**config.mk**
```make
export PLATFORM = sky130hd
export DESIGN_NAME = seg_scan_driver_flat
export DESIGN_NICKNAME = d
export VERILOG_FILES = /design/src/rtl/seg_pkg.sv /design/src/rtl/seg_scan_driver_if.sv /design/src/rtl/seg_glyph_decode.sv /design/src/rtl/seg_scan_driver.sv /design/src/flat_wrapper.sv
export SDC_FILE = /design/constraint.sdc
export NUM_CORES = 1
export LEC_CHECK = 0
export CAP_MARGIN = 5
export CORE_MARGIN = 10
export CORE_UTILIZATION = 25
export CTS_CLUSTER_DIAMETER = 50
export CTS_CLUSTER_SIZE = 10
export DETAILED_ROUTE_END_ITERATION = 10
export PLACE_DENSITY_LB_ADDON = 0.3
export SETUP_SLACK_MARGIN = 0.3
export SLEW_MARGIN = 25
export SYNTH_ARGS = -nofsm -noshare
export SYNTH_HDL_FRONTEND = slang
export SYNTH_SLANG_ARGS = --single-unit
export TNS_END_PERCENT = 50
```
**constraint.sdc**
```tcl
create_clock -name clk -period 2.21 [get_ports clk]
set_clock_uncertainty 0.15 [all_clocks]
set_input_delay 0.3315 -clock clk [delete_from_list [all_inputs] [get_ports clk]]
set_output_delay 0.3315 -clock clk [all_outputs]
set_load 0.01 [all_outputs]
```
**src/rtl/seg_pkg.sv**
```systemverilog
// Shared definitions for the multiplexed 7-segment scan driver:
// glyph codes, active-low segment patterns ({g,f,e,d,c,b,a}) and scan FSM types.
package seg_pkg;

    // Brightness is a 3-bit duty level (0..7), on for (bright+1)/8 of a slot.
    localparam int BRIGHT_W = 3;

    // Non-numeric glyph codes.
    localparam logic [3:0] GLY_BLANK = 4'd10;
    localparam logic [3:0] GLY_DASH  = 4'd11;
    localparam logic [3:0] GLY_A     = 4'd12;
    localparam logic [3:0] GLY_P     = 4'd13;
    localparam logic [3:0] GLY_E     = 4'd14;

    // Active-low segment patterns, bit order {g,f,e,d,c,b,a}.
    localparam logic [6:0] SEG_OFF  = 7'h7F;
    localparam logic [6:0] SEG_0    = 7'b1000000;
    localparam logic [6:0] SEG_1    = 7'b1111001;
    localparam logic [6:0] SEG_2    = 7'b0100100;
    localparam logic [6:0] SEG_3    = 7'b0110000;
    localparam logic [6:0] SEG_4    = 7'b0011001;
    localparam logic [6:0] SEG_5    = 7'b0010010;
    localparam logic [6:0] SEG_6    = 7'b0000010;
    localparam logic [6:0] SEG_7    = 7'b1111000;
    localparam logic [6:0] SEG_8    = 7'b0000000;
    localparam logic [6:0] SEG_9    = 7'b0011000;
    localparam logic [6:0] SEG_DASH = 7'b0111111;
    localparam logic [6:0] SEG_A    = 7'b0001000;
    localparam logic [6:0] SEG_P    = 7'b0001100;
    localparam logic [6:0] SEG_E    = 7'b0000110;

    // One pattern per 4-bit glyph code; codes 10 and 15 are both blank.
    localparam logic [6:0] SEG_TABLE [16] = '{
        SEG_0, SEG_1, SEG_2, SEG_3, SEG_4, SEG_5, SEG_6, SEG_7,
        SEG_8, SEG_9, SEG_OFF, SEG_DASH, SEG_A, SEG_P, SEG_E, SEG_OFF
    };

    // Scan FSM: one load state right after reset, then continuous scanning.
    typedef enum logic {
        ST_LOAD,
        ST_SCAN
    } scan_state_t;

    // Per-slot snapshot of the inputs belonging to the digit being shown.
    typedef struct packed {
        logic [3:0] glyph;
        logic       blank;
        logic       blink;
        logic       dp;
    } slot_cfg_t;

endpackage

```
**src/rtl/seg_scan_driver_if.sv**
```systemverilog
// Bus between the timekeeping/settings logic (master) and the scan driver (slave):
// glyph/mask/brightness/enable inputs and the registered anode/segment pin drive.
interface seg_scan_driver_if
    import seg_pkg::*;
#(
    parameter int DIGITS = 4
);

    logic [4*DIGITS-1:0] glyphs;
    logic [DIGITS-1:0]   blank_mask;
    logic [DIGITS-1:0]   blink_mask;
    logic [DIGITS-1:0]   dp_mask;
    logic [BRIGHT_W-1:0] bright;
    logic                enable;
    logic [DIGITS-1:0]   an;
    logic [6:0]          seg;
    logic                dp;

    // Display-content producer.
    modport master (
        output glyphs, blank_mask, blink_mask, dp_mask, bright, enable,
        input  an, seg, dp
    );

    // Scan driver.
    modport slave (
        input  glyphs, blank_mask, blink_mask, dp_mask, bright, enable,
        output an, seg, dp
    );

endinterface

```
**src/rtl/seg_glyph_decode.sv**
```systemverilog
// Combinational glyph decoder: 4-bit glyph code to active-low {g,f,e,d,c,b,a}.
// Every code has a pattern, so the decode is full-case by construction.
module seg_glyph_decode
    import seg_pkg::*;
(
    input  logic [3:0] glyph,
    output logic [6:0] seg
);

    // Table lookup covers all 16 codes.
    assign seg = SEG_TABLE[glyph];

endmodule

```
**src/rtl/seg_scan_driver.sv**
```systemverilog
// Multiplexed common-anode 7-segment scan driver.
// Scans DIGITS digits left to right, SCAN_CYCLES clocks per digit, with per-digit
// blank/blink/dp masks, 8-level PWM brightness and a global enable.
// Optional build macro SEG_LZB_EN enables leading-zero blanking.
module seg_scan_driver
    import seg_pkg::*;
#(
    parameter int DIGITS       = 4,
    parameter int SCAN_CYCLES  = 100000,
    parameter int BLINK_CYCLES = 25000000
) (
    input  logic              clk,
    input  logic              rst,
    seg_scan_driver_if.slave  bus
);

    localparam int IDX_W   = (DIGITS > 1) ? $clog2(DIGITS) : 1;
    localparam int SLOT_W  = $clog2(SCAN_CYCLES);
    localparam int STEP    = SCAN_CYCLES / 8;
    localparam int DIV_W   = $clog2(STEP);
    localparam int BLINK_W = (BLINK_CYCLES > 1) ? $clog2(BLINK_CYCLES) : 1;

    localparam logic [SLOT_W-1:0]  SLOT_MAX  = SLOT_W'(SCAN_CYCLES - 1);
    localparam logic [DIV_W-1:0]   DIV_MAX   = DIV_W'(STEP - 1);
    localparam logic [BLINK_W-1:0] BLINK_MAX = BLINK_W'(BLINK_CYCLES - 1);
    localparam logic [IDX_W-1:0]   IDX_LEFT  = IDX_W'(DIGITS - 1);

    scan_state_t          state;
    logic [SLOT_W-1:0]    slot_cnt;
    logic [IDX_W-1:0]     idx;
    logic [IDX_W-1:0]     idx_next;
    logic [DIV_W-1:0]     pwm_div;
    logic [BRIGHT_W-1:0]  pwm_cnt;
    logic [BLINK_W-1:0]   blink_cnt;
    logic                 blink_ph;
    slot_cfg_t            cfg_s;
    slot_cfg_t            cfg_next;
    logic                 slot_wrap;
    logic                 pwm_on;
    logic                 lit;
    logic [6:0]           seg_dec;
    logic [DIGITS-1:0]    an_q;
    logic [6:0]           seg_q;
    logic                 dp_q;

`ifdef SEG_LZB_EN
    logic                 zero_run;
    logic [DIGITS-1:0]    lead_zero;
`endif

    // Slot boundary and the digit index that the next slot will show.
    assign slot_wrap = (slot_cnt == SLOT_MAX);
    assign idx_next  = !slot_wrap ? idx :
                       (idx == '0) ? IDX_LEFT : idx - IDX_W'(1);

    // Anode gating: blank beats blink, both beat PWM-on and enable.
    assign pwm_on = (pwm_cnt <= bus.bright);
    assign lit    = bus.enable & pwm_on & ~cfg_s.blank & ~(cfg_s.blink & blink_ph);

    // Snapshot of the inputs for the digit that the next slot will show.
    always_comb begin
        // NOTE: every always_comb output gets a default first, so no path leaves it unassigned and infers a latch.
        cfg_next       = '0;
        cfg_next.glyph = bus.glyphs[{idx_next, 2'b00} +: 4];
        cfg_next.blank = bus.blank_mask[idx_next];
        cfg_next.blink = bus.blink_mask[idx_next];
        cfg_next.dp    = bus.dp_mask[idx_next];
`ifdef SEG_LZB_EN
        // A zero is a leading zero when it and every digit to its left are zero;
        // digit 0 is never part of the run, so a lone "0" still shows.
        zero_run  = 1'b1;
        lead_zero = '0;
        for (int i = DIGITS - 1; i >= 1; i--) begin
            zero_run     = zero_run & (bus.glyphs[4*i +: 4] == 4'd0);
            lead_zero[i] = zero_run;
        end
        if (lead_zero[idx_next]) begin
            cfg_next.glyph = GLY_BLANK;
        end
`endif
    end

    // Slot, PWM and blink timers; all free-running once out of reset.
    always_ff @(posedge clk) begin
        // NOTE: sequential state uses non-blocking assignments so every register updates from pre-edge values.
        if (rst) begin
            slot_cnt  <= '0;
            idx       <= IDX_LEFT;
            pwm_div   <= '0;
            pwm_cnt   <= '0;
            blink_cnt <= '0;
            blink_ph  <= 1'b0;
        end else begin
            idx <= idx_next;
            if (slot_wrap) begin
                slot_cnt <= '0;
                pwm_div  <= '0;
                pwm_cnt  <= '0;
            end else begin
                slot_cnt <= slot_cnt + SLOT_W'(1);
                if (pwm_div == DIV_MAX) begin
                    pwm_div <= '0;
                    pwm_cnt <= pwm_cnt + BRIGHT_W'(1);
                end else begin
                    pwm_div <= pwm_div + DIV_W'(1);
                end
            end
            if (blink_cnt == BLINK_MAX) begin
                blink_cnt <= '0;
                blink_ph  <= ~blink_ph;
            end else begin
                blink_cnt <= blink_cnt + BLINK_W'(1);
            end
        end
    end

    // Scan FSM: sample the first slot right after reset, then at every slot wrap.
    always_ff @(posedge clk) begin
        if (rst) begin
            state <= ST_LOAD;
            // NOTE: the sampled snapshot is reset to a blanked digit so the anode stays dark until the first real sample.
            cfg_s <= '{glyph: GLY_BLANK, blank: 1'b1, blink: 1'b0, dp: 1'b0};
        end else begin
            case (state)
                ST_LOAD: begin
                    cfg_s <= cfg_next;
                    state <= ST_SCAN;
                end
                ST_SCAN: begin
                    if (slot_wrap) begin
                        cfg_s <= cfg_next;
                    end
                end
                default: state <= ST_LOAD;
            endcase
        end
    end

    seg_glyph_decode u_decode (
        .glyph (cfg_s.glyph),
        .seg   (seg_dec)
    );

    // Registered pin drive: one-hot-low anode, segments one cycle after sampling.
    always_ff @(posedge clk) begin
        if (rst) begin
            an_q  <= '1;
            seg_q <= SEG_OFF;
            dp_q  <= 1'b1;
        end else begin
            an_q  <= lit ? ~(DIGITS'(1) << idx) : '1;
            seg_q <= seg_dec;
            dp_q  <= lit ? ~cfg_s.dp : 1'b1;
        end
    end

    assign bus.an  = an_q;
    assign bus.seg = seg_q;
    assign bus.dp  = dp_q;

endmodule

```
**src/flat_wrapper.sv**
```systemverilog
// flat-port wrapper written by rule: the top's interface ports become plain ports
module seg_scan_driver_flat import seg_pkg::*;
#(
    parameter int DIGITS       = 4,
    parameter int SCAN_CYCLES  = 100000,
    parameter int BLINK_CYCLES = 25000000
)
  (clk, rst, bus_glyphs, bus_blank_mask, bus_blink_mask, bus_dp_mask, bus_bright, bus_enable, bus_an, bus_seg, bus_dp);
  seg_scan_driver_if #(.DIGITS(DIGITS)) bus_i ();
  input  logic clk;
  input  logic rst;
  input wire logic [$bits(bus_i.glyphs)-1:0] bus_glyphs;
  input wire logic [$bits(bus_i.blank_mask)-1:0] bus_blank_mask;
  input wire logic [$bits(bus_i.blink_mask)-1:0] bus_blink_mask;
  input wire logic [$bits(bus_i.dp_mask)-1:0] bus_dp_mask;
  input wire logic [$bits(bus_i.bright)-1:0] bus_bright;
  input wire logic [$bits(bus_i.enable)-1:0] bus_enable;
  output wire logic [$bits(bus_i.an)-1:0] bus_an;
  output wire logic [$bits(bus_i.seg)-1:0] bus_seg;
  output wire logic [$bits(bus_i.dp)-1:0] bus_dp;
  assign bus_i.glyphs = bus_glyphs;
  assign bus_i.blank_mask = bus_blank_mask;
  assign bus_i.blink_mask = bus_blink_mask;
  assign bus_i.dp_mask = bus_dp_mask;
  assign bus_i.bright = bus_bright;
  assign bus_i.enable = bus_enable;
  assign bus_an = bus_i.an;
  assign bus_seg = bus_i.seg;
  assign bus_dp = bus_i.dp;
  seg_scan_driver #(.DIGITS(DIGITS), .SCAN_CYCLES(SCAN_CYCLES), .BLINK_CYCLES(BLINK_CYCLES)) u_core (.clk(clk), .rst(rst), .bus(bus_i));
endmodule
```
==> summary.md <==
| Metric | Value |
|---|---|
| Sw frac | `21.4%` |
| Largest net degree at the start of global routing | `26` |
| Final antenna-violating net count | `0` |
| Post-synthesis compound-gate area fraction | `5.98%` |
| Sw power | `a little under 0.0007 W` |
| I/O pin cnt | `46` |
| Most frequent cells in the layout | `dfxtp_1, nor2_1, clkdlybuf4s50_1` |
| DRC Markers | `0` |
| CP max FO | `15` |
| Worst Hold Launch | `u_core.slot_cnt[0]` |
| Leak pwr | `1.88 nW` |
| Post-Synth Adder-Cell Area | `5.56%` |
| Setup WS pre-CTS | `-0.117 ns` |
| Vias | `3,044` |
| TritonRoute pass-1 iters | `4` |
| Max cap viols | `0` |
| Final Power | `0.00318 W` |
| Avg Inst Size Synth | `9.13 sq um` |
| Main flop type after synthesis | `dfxtp_1` |
| GRT Total Usage | `under 10%` |
| Final std cells w/o fill | `670` |
| Vias in the first global route | `about 3,000` |
| XOR/XNOR share of the synthesized area | `a little over a tenth` |
| R2R Path End | `u_core.cfg_s[4]` |
| Async SR Flop Fraction | `0%` |
| Area growth syn-to-layout | `31.0%` |
| WP buf/inv | `1` |
| Initial Util | `25.4%` |
| Relative slew slack | `65.4%` |
| Max Clock Freq | `524 MHz` |
| Post-Syn Nets | `470` |
| Clock Power Share | `44.2%` |
| Worst Reg-to-Reg Cells | `7` |
| Worst EP arrival | `approximately 2.0 ns` |
| Slew Viols, Final | `0` |
| Power per Cell Area | `635 mW/mm^2` |
| RR Startpoint | `u_core.slot_cnt[0]` |
| Number of enable flip-flop cells after synthesis | `0` |
| Status | `complete, no violations` |
| DP HPWL | `6220 um` |
| CP cell instances | `ha_2 -> and4_4 -> nand4_4 -> mux2i_4 -> buf_12 -> mux2i_1 -> a222oi_1` |
| Core Region | `around 0.015 sq mm` |
| Row count | `45` |
| Setup TNS | `0 ns` |
| Worst-Margin Slew | `0.514 ns` |
| Levels on crit path | `7` |
| Number of diodes | `0` |
| WL per Instance | `12.6 um` |
| Final setup fails | `0` |
| Die X | `approximately 140 um` |
| # port buffers | `45` |
| Yosys warns | `0` |
| CP Capture Point | `u_core.cfg_s[4]` |
| Yosys reg bits | `82` |
| Max VDD drop | `around 0.35 mV` |
| Worst min path class | `reg2reg` |
| Synth Instances | `approximately 420` |
| Critical path origin | `u_core.slot_cnt[0]` |
| CP top delay family | `simple AND/OR/NAND/NOR gates` |
| Sequential Power Share | `48.7%` |
| Commonest non-fill, non-tap cell in the layout | `dfxtp_1` |
| First-pass GRT wire length | `roughly 14,000 um` |
| Antenna violations before repair | `0` |
| Yosys cell types | `50` |
| Hold WS | `about 0.26 ns` |
| CTS tree | `built` |
| Die area | `0.0207 sq mm` |
| Crit-path max cell delay | `0.33 ns` |
| Net count, final | `approximately 530` |
| Num CTS Buffers | `9` |
| Hold Fails Final Rpt | `0` |
| Clk buf depth | `2` |
| P_int | `~0.0025 W` |
| Cells after DPL | `650` |
| Overall routed net length | `8470 um` |
| Setup slack after layout | `about 0.30 ns` |
| Clock sinks | `82` |
| Synthesized area | `0.00383 sq mm` |
| H-tree Lvls | `3` |
| Aggregate global routing overflow | `0` |
| Startpoint Class | `register` |
| Share of post-route cells with drive strength above 1 | `13.5%` |
| Gate power share | `between 7 and 8%` |
| Die height | `roughly 140 um` |
| RSZ-0062 raised after global routing | `yes` |
| Clk slew on worst S/H paths | `0.06 ns` |
| Vias/cell | `4.54` |
| Clk_lat worst skew | `0.33 ns` |
| Slowest stage cell, crit path | `dfxtp_2` |
| Required @ worst endpoint | `2.29 ns` |
| Final cycle utilization of the critical path | `86.4%` |
| Worst Setup End Kind | `register` |
| CTS Root Cell | `clkbuf_16` |
| Post-CTS Hold Fix Bufs | `0` |
| Reg2Reg Setup Slack | `between 0.3 and 0.4 ns` |
| Post-Synth Simple-Gate Area | `roughly 25%` |
| Critical path class | `reg2reg` |
| Shortest period the worst path allows | `1.91 ns` |
| Largest family of logic cells by synthesized area | `simple AND/OR/NAND/NOR gates` |
| RD Place Congestion | `between 0.7 and 0.8` |
| Seq/Total Area, Yosys | `42.9%` |
| Iter 0 DRT Violations | `roughly 190` |
| Mux contribution to synthesized area | `approximately 6.5%` |
[area by class of cell]
cell class	instances	area, sq um
clock buffers	14	274
clock inverters	2	10.0
fillers	1577	10100
inverters	16	60.1
multi-input cells	309	2200
flip-flops and latches	82	1650
well taps	188	235
repair buffers	59	581
[worst register-to-register path, delay by kind of cell (launching register included)]
| kind | cells | cell delay, ns |
|---|---|---|
| muxes | 2 | 0.34 |
| DFF | 1 | 0.33 |
| AOI/OAI and AO/OA | 1 | 0.29 |
| and+or+nand+nor | 2 | 0.36 |
| adders and majority gates | 1 | 0.18 |
| buffers and inverters | 1 | 0.16 |
[state kept, by name, indices dropped and copies added (netlist names)]
register and flops:
u_core.slot_cnt 17, u_core.bus.dp 1, u_core.blink_ph 1, u_core.pwm_div 14, u_core.bus.seg 7, u_core.idx 2, u_core.blink_cnt 25, u_core.pwm_cnt 3
u_core.cfg_s 7, u_core.state 1, u_core.bus.an 4
[what timing repair did]
action                                  CTS  global route
pin swaps                                 9             7
setup buffers                             3             1
cloned                                    0             0
gates resized for setup                  16            20
endpoints found under the setup margin   32            58
[how the worst min path moves through the flow]
stage          depth (start not counted)                 end  slack [ns]
2_1_floorplan                          1       u_core.bus.dp        0.21
3_3_place_gp                           1       u_core.bus.dp        0.24
3_5_place_dp                           1       u_core.bus.dp        0.26
4_1_cts                                1  u_core.slot_cnt[0]        0.27
5_1_grt                                1  u_core.slot_cnt[0]        0.28
6_report                               1  u_core.slot_cnt[0]        0.26
[metal layers]
metal	vias up	track usage, %	routed length [um]
met4	0	4.35	182
met1	1418	10.5	4140
met5	-	0	0
li1	1564	-	-
met3	11	2.54	405
met2	51	12.9	3740
[cell families after synthesis]
| kind of cell | count (synthesis) |
|---|---|
| compound gates | 33 |
| xor+xnor | 48 |
| fa+ha+maj | 17 |
| buf+inv | 28 |
| flops | 82 |
| mux | 21 |
| simple gates | 190 |
[synth_stat cells (2+ instances only)]
| cell | count | share of area [%] |
|---|---|---|
| xnor2_1 | 25 | 5.7 |
| a21oi_1 | 8 | 1.0 |
| and2_1 | 2 | 0.33 |
| or3_1 | 3 | 0.49 |
| nand2b_1 | 4 | 0.65 |
| nor4_1 | 11 | 1.8 |
| mux4_2 | 2 | 1.2 |
| nand4_1 | 13 | 2.1 |
| nand3_1 | 20 | 2.6 |
| dfxtp_1 | 82 | 43 |
| buf_2 | 3 | 0.39 |
| and4_1 | 3 | 0.69 |
| and3_1 | 8 | 1.3 |
| ha_1 | 17 | 5.6 |
| clkbuf_1 | 7 | 0.69 |
| nor3_1 | 6 | 0.78 |
| a21o_1 | 2 | 0.39 |
| mux2i_1 | 18 | 4.7 |
| nand2_1 | 37 | 3.6 |
| o221ai_1 | 4 | 0.92 |
| a221oi_1 | 2 | 0.46 |
| a211oi_1 | 2 | 0.39 |
| nor2b_1 | 4 | 0.65 |
| nor2_1 | 68 | 6.7 |
| o21ai_0 | 7 | 0.92 |
| xor2_1 | 23 | 5.3 |
| inv_1 | 15 | 1.5 |
[stage by stage]
stage / cell area (sq um) / utilization (%)
3_3_place_gp: 4550 / 30.1
5_1_grt: 5010 / 33.2
3_5_place_dp: 4550 / 30.1
6_report: 5010 / 33.2
2_1_floorplan: 3830 / -
4_1_cts: 4920 / 32.6
[power by group through the flow]
stage / combinational [W] / clock, W / sequential (W)
floorplan: 0.000103 / 0 / 0.00157
global placement: 0.000216 / 0 / 0.00158
detailed placement: 0.000221 / 0 / 0.00158
CTS: 0.000227 / 0.00145 / 0.00155
global route: 0.000255 / 0.00150 / 0.00155
finish: 0.000229 / 0.00141 / 0.00155
Power figures use the tool's default switching activity.
==> variant 1: new RTL, config.mk and constraints unchanged <==
Reset style: asynchronous (`rst`), changed in 3 clocked blocks.
--- a/src/rtl/seg_scan_driver.sv
+++ b/src/rtl/seg_scan_driver.sv
@@ -81,7 +81,7 @@
     end
 
     // Slot, PWM and blink timers; all free-running once out of reset.
-    always_ff @(posedge clk) begin
+    always_ff @(posedge clk or posedge rst) begin
         // NOTE: sequential state uses non-blocking assignments so every register updates from pre-edge values.
         if (rst) begin
             slot_cnt  <= '0;
@@ -115,7 +115,7 @@
     end
 
     // Scan FSM: sample the first slot right after reset, then at every slot wrap.
-    always_ff @(posedge clk) begin
+    always_ff @(posedge clk or posedge rst) begin
         if (rst) begin
             state <= ST_LOAD;
             // NOTE: the sampled snapshot is reset to a blanked digit so the anode stays dark until the first real sample.
@@ -142,7 +142,7 @@
     );
 
     // Registered pin drive: one-hot-low anode, segments one cycle after sampling.
-    always_ff @(posedge clk) begin
+    always_ff @(posedge clk or posedge rst) begin
         if (rst) begin
             an_q  <= '1;
             seg_q <= SEG_OFF;
Behaviour: differs if rst is asserted again (counterexample within 4 cycles, from zero or initial values and one cycle with rst high); with rst held inactive, the same outputs for 10 cycles.
==> variant 1 against the original RTL <==
- the run now ends with negative setup slack left
- sequential share of layout area rose by 1.7 points
- combinational power rose by 20%
- via count rose by 4.7%
- hold slack got worse by 12 ps
- largest cell class unchanged
- power rose by 5.3%
- synthesized area rose by 8.7%
- sequential power rose by 3%
- die area rose by 7.4%
- maximum frequency fell by 19%
- routed wire length rose by 21%
- setup slack got worse by 460 ps
- sequential cell count did not move
- final area rose by 19%
==> variant 1: results (changes against the original RTL) <==
main flop type after synthesis=dfrtp_1 (was dfxtp_1); routed length on met3=340 um (was 405 um); Post-CTS Setup Bufs=2 (was 3); post-route setup TNS=-887 ps (was 0 ps); hpwl dp=7.19 mm (was 6.22 mm); placed cells=693 (was 650); Placed Instance Area=5200 sq um (was 4550 sq um); WL/cell=14.4 um (was 12.6 um); violated checks=negative setup slack; Nets=540 (was 528); M1 GR Usage=11.8% (was 10.5%); Critical Path AT=2420 ps (was 1990 ps); vias=3,188 (was 3,044); number of global-route vias before repair=3,439 (was 3,038); first-pass GRT wire length=17.1 mm (was 14.1 mm); Synth Area in XOR/XNOR=10.1% (was 11.0%); met2 Use GR=15.2% (was 12.9%); final std cells w/o fill=713 (was 670); gr usage total=9.41% (was 8.43%); Post-synth ARST share=100% (was 0%); status=finished with violations (was completed); DR iter-0 viols=183 (was 193); syn_nets=450 (was 470); Setup crit start=u_core.slot_cnt[11]$_DFF_PP0_ (was u_core.slot_cnt[0]$_SDFF_PP0_); reg2reg end=u_core.cfg_s[0]$_DFFE_PP0P_ (was u_core.cfg_s[4]$_SDFFE_PP1P_); GR Util met3=2.64% (was 2.54%); endpoints failing setup=8 (was 0); largest net degree at the start of global routing=34 (was 26); fraction of layout cells with a size suffix above 1=31.4% (was 13.5%); adder-cell share of the synthesized area=5.11% (was 5.56%); HP Class=in -> async (was reg -> reg); GP Congestion=0.787 (was 0.766); worst-margin pin slew=669 ps (was 514 ps); mean post-synth cell area=10.4 sq um (was 9.13 sq um); setup ws final=-155 ps (was 301 ps); mux cell area share after synthesis=3.76% (was 6.47%); final hold slack=249 ps (was 261 ps); Synth cell types=47 (was 50); Post-Place Worst Slack=-233 ps (was -117 ps); met2 wire len=5.03 mm (was 3.74 mm); post-synthesis compound-gate area fraction=8.30% (was 5.98%); maximum VDD drop=0.366 mV (was 0.348 mV); Seq/Total Area, Yosys=49.8% (was 42.9%)
[variant 1: changes by cell type after synthesis, moves of 5 or more]
cell,delta
inv_1,+12
o21ai_0,+5
a211oi_1,+19
dfxtp_1,-82
dfrtp_1,+65
xor2_1,-7
xnor2_1,+7
mux2i_1,-8
nand4_1,-5
nor2_1,-18
nand2_1,-11
dfstp_2,+17
[variant 1: power breakdown]
group	internal (uW)	switching (uW)	leakage (uW)	total, uW
Sequential	1560	31.2	0.00103	1590
Clock	897	593	0.000142	1490
Combinational	156	118	0.00127	274
[variant 1: critical path, stage by stage (launching register included)]
cell      delay [ps]
dfrtp_1          370
or4b_4           540
buf_6            150
nor4_4           290
a21o_1           200
buf_12           180
mux2i_2          260
a211oi_2         100
[variant 1: final cells by class]
cell class,count,area (sq um)
Fill cell,1624,10500
Multi-Input combinational cell,281,2380
Sequential cell,82,2070
Timing Repair Buffer,88,856
Tap cell,220,275
Clock buffer,12,246
Inverter,27,105
Clock inverter,3,40.0
==> variant 2: new RTL, config.mk and constraints unchanged <==
Without the edit above. `SCAN_CYCLES` is set to 100000 in 2 places; all go to 200000.
--- a/src/rtl/seg_scan_driver.sv
+++ b/src/rtl/seg_scan_driver.sv
@@ -6,7 +6,7 @@
     import seg_pkg::*;
 #(
     parameter int DIGITS       = 4,
-    parameter int SCAN_CYCLES  = 100000,
+    parameter int SCAN_CYCLES  = 200000,
     parameter int BLINK_CYCLES = 25000000
 ) (
     input  logic              clk,
--- a/src/flat_wrapper.sv
+++ b/src/flat_wrapper.sv
@@ -2,7 +2,7 @@
 module seg_scan_driver_flat import seg_pkg::*;
 #(
     parameter int DIGITS       = 4,
-    parameter int SCAN_CYCLES  = 100000,
+    parameter int SCAN_CYCLES  = 200000,
     parameter int BLINK_CYCLES = 25000000
 )
   (clk, rst, bus_glyphs, bus_blank_mask, bus_blink_mask, bus_dp_mask, bus_bright, bus_enable, bus_an, bus_seg, bus_dp);
Check against the original RTL: same outputs for any inputs over 10 cycles, from zero or initial values and one cycle with rst high; that may be too few to reach the edited logic, so the function may still have changed.
==> variant 2 against the original RTL <==
- maximum frequency fell by 16%
- routed wire length grew 7.7%
- setup slack got worse by 370 ps
- final area increased by 7.0%
- synthesized area barely moved
- the flow now finishes with violations (negative setup slack)
- sequential cell count rose by 2
- via count up 0.79%
- power is 7.1% higher
- count of clock-buffer cells in the layout is 4 lower
- clock power is 11% higher
==> variant 2: results (changes against the original RTL) <==
status=finished with violations (was completed); violated checks=negative setup slack; post-synthesis compound-gate area fraction=5.24% (was 5.98%); initial antenna violation count=0 (unchanged); Num CTS Buffers=9 (unchanged); adder-cell share of the synthesized area=5.56% (about the same); first-pass GRT wire length=15.1 mm (was 14.1 mm); Synth warnings=0 (unchanged); H-Tree Level Count=3 (unchanged); CP max FO=15 (unchanged); Placed Instance Area=4650 sq um (was 4550 sq um); Post-synth ARST share=0% (unchanged); Seq/Total Area, Yosys=44.0% (was 42.9%); largest net degree at the start of global routing=26 (unchanged); clock tree buffer depth=2 (unchanged); Pleak=0.00209 uW (was 0.00188 uW); drt pass-1 iters=4 (unchanged); Post-Place Worst Slack=-102 ps (was -117 ps); most area-consuming cells after synthesis=dfxtp_1, nor2_1, xor2_1 (was dfxtp_1, nor2_1, xnor2_1); mux cell area share after synthesis=6.22% (was 6.47%); vias per cell=4.47 (was 4.54); EDFF count, synth=0 (unchanged); Synth Area in XOR/XNOR=12.1% (was 11.0%); HP Class=reg -> reg (unchanged); GP Congestion=0.795 (was 0.766); WL/cell=13.3 um (was 12.6 um); endpoints failing setup=12 (was 0); hpwl dp=6.36 mm (was 6.22 mm); filler instances=1,492 (was 1,577); clk_lat worst skew=340 ps; Synth cell types=40 (was 50); fraction of layout cells with a size suffix above 1=18.7% (was 13.5%); number of diodes=0 (unchanged); Buffers on Ports=45 (unchanged); pwr/cell area=636 nW/um^2 (was 635 nW/um^2); number of global-route vias before repair=3,086 (was 3,038); Clock Pin Slew Worst Setup and Hold Paths=60 ps (about the same); Slew headroom=64.3% (was 65.4%); post-route setup TNS=-454 ps (was 0 ps); syn_nets=471 (was 470); Synth top cells by count=dfxtp_1, nor2_1, nand2_1, xor2_1, nand3_1 (was dfxtp_1, nor2_1, nand2_1, xnor2_1, xor2_1); DR iter-0 viols=269 (was 193); maximum VDD drop=0.439 mV (was 0.348 mV); top flop regs=u_core.blink_cnt (25), u_core.slot_cnt (18), u_core.pwm_div (15) (was u_core.blink_cnt (25), u_core.slot_cnt (17), u_core.pwm_div (14)); CTS root buf=clkbuf_16 (unchanged); setup ws final=-72.1 ps (was 301 ps); Critical Path AT=2350 ps (was 1990 ps); gr usage total=8.96% (was 8.43%); Nets=544 (was 528)
variant 2: cell types whose count changed after synthesis, moves of 4 or more:
| cell | delta |
|---|---|
| o21ai_0 | -4 |
| nand4_1 | -5 |
| nand3_1 | +8 |
| xor2_1 | +9 |
| xnor2_1 | -4 |
| nor4_1 | -7 |
| nor3_1 | +4 |
| nor2_1 | +8 |
variant 2: logic make-up after synthesis:
logic type,count (synthesis)
XOR/XNOR,53
flip-flops,84
adder cells (fa/ha/maj),17
AO/OA/AOI/OAI,28
multiplexers,20
buffers and inverters,29
AND/OR/NAND/NOR,189
variant 2: layout make-up:
| cell class | instances | share of cell area, % |
|---|---|---|
| Multi-Input combinational cell | 307 | 42.0 |
| Clock buffer | 10 | 4.46 |
| Timing Repair Buffer | 74 | 15.2 |
| Sequential cell | 84 | 31.4 |
| Clock inverter | 6 | 1.33 |
| Inverter | 17 | 1.19 |
| Tap cell | 188 | 4.39 |
variant 2: timing repair:
| item | CTS | global route |
|---|---|---|
| cloned | 2 | 2 |
| buffers inserted | 2 | 4 |
| endpoints found under the setup margin | 47 | 75 |
| resized for setup | 39 | 24 |
| pin swaps | 24 | 7 |
variant 2: worst paths after layout:
path / start / endpoint / slack, ps / cells past startpoint
max reg2reg: u_core.slot_cnt[9]$_SDFF_PP0_ / u_core.cfg_s[6]$_SDFFE_PP1P_ / -70 / 7
min reg2reg: u_core.cfg_s[0]$_SDFFE_PP0P_ / u_core.bus.dp$_SDFF_PP1_ / 270 / 1
max: u_core.slot_cnt[9]$_SDFF_PP0_ / u_core.cfg_s[6]$_SDFFE_PP1P_ / -70 / 7
min: u_core.cfg_s[0]$_SDFFE_PP0P_ / u_core.bus.dp$_SDFF_PP1_ / 270 / 1
variant 2: power by group:
| group | internal, uW | total [uW] | switching (uW) |
|---|---|---|---|
| Combinational | 166 | 280 | 114 |
| Clock | 917 | 1560 | 639 |
| Sequential | 1550 | 1580 | 29.4 |
| Total | 2630 | 3410 | 783 |
variant 2: per-layer routing:
layer  routed length [um]  up-vias  GRT usage [%]  part of all wire [%]
met4                   70        0           1.93                  0.77
met1                 4400     1425           11.9                    48
met2                 4130       59           13.5                    45
li1                     -     1576              -                     -
met3                  517        8           3.37                   5.7
met5                    0        -              0                     0
variant 2: worst max-delay path, cell delays in order, from the launching register on:
cell	delay (ps)
dfxtp_2	320
or4b_4	540
nor4_4	220
nand3_4	140
mux2i_4	230
buf_12	160
mux2i_1	120
a222oi_1	290
variant 2: metrics by stage:
| step | power [uW] | cells |
|---|---|---|
| 6_report | 3410 | 686 |
| 5_1_grt | 3550 | 686 |
| 4_1_cts | 3450 | 680 |
| 3_5_place_dp | 1840 | 660 |
| 3_3_place_gp | 1840 | 660 |
| 2_1_floorplan | 1710 | 420 |
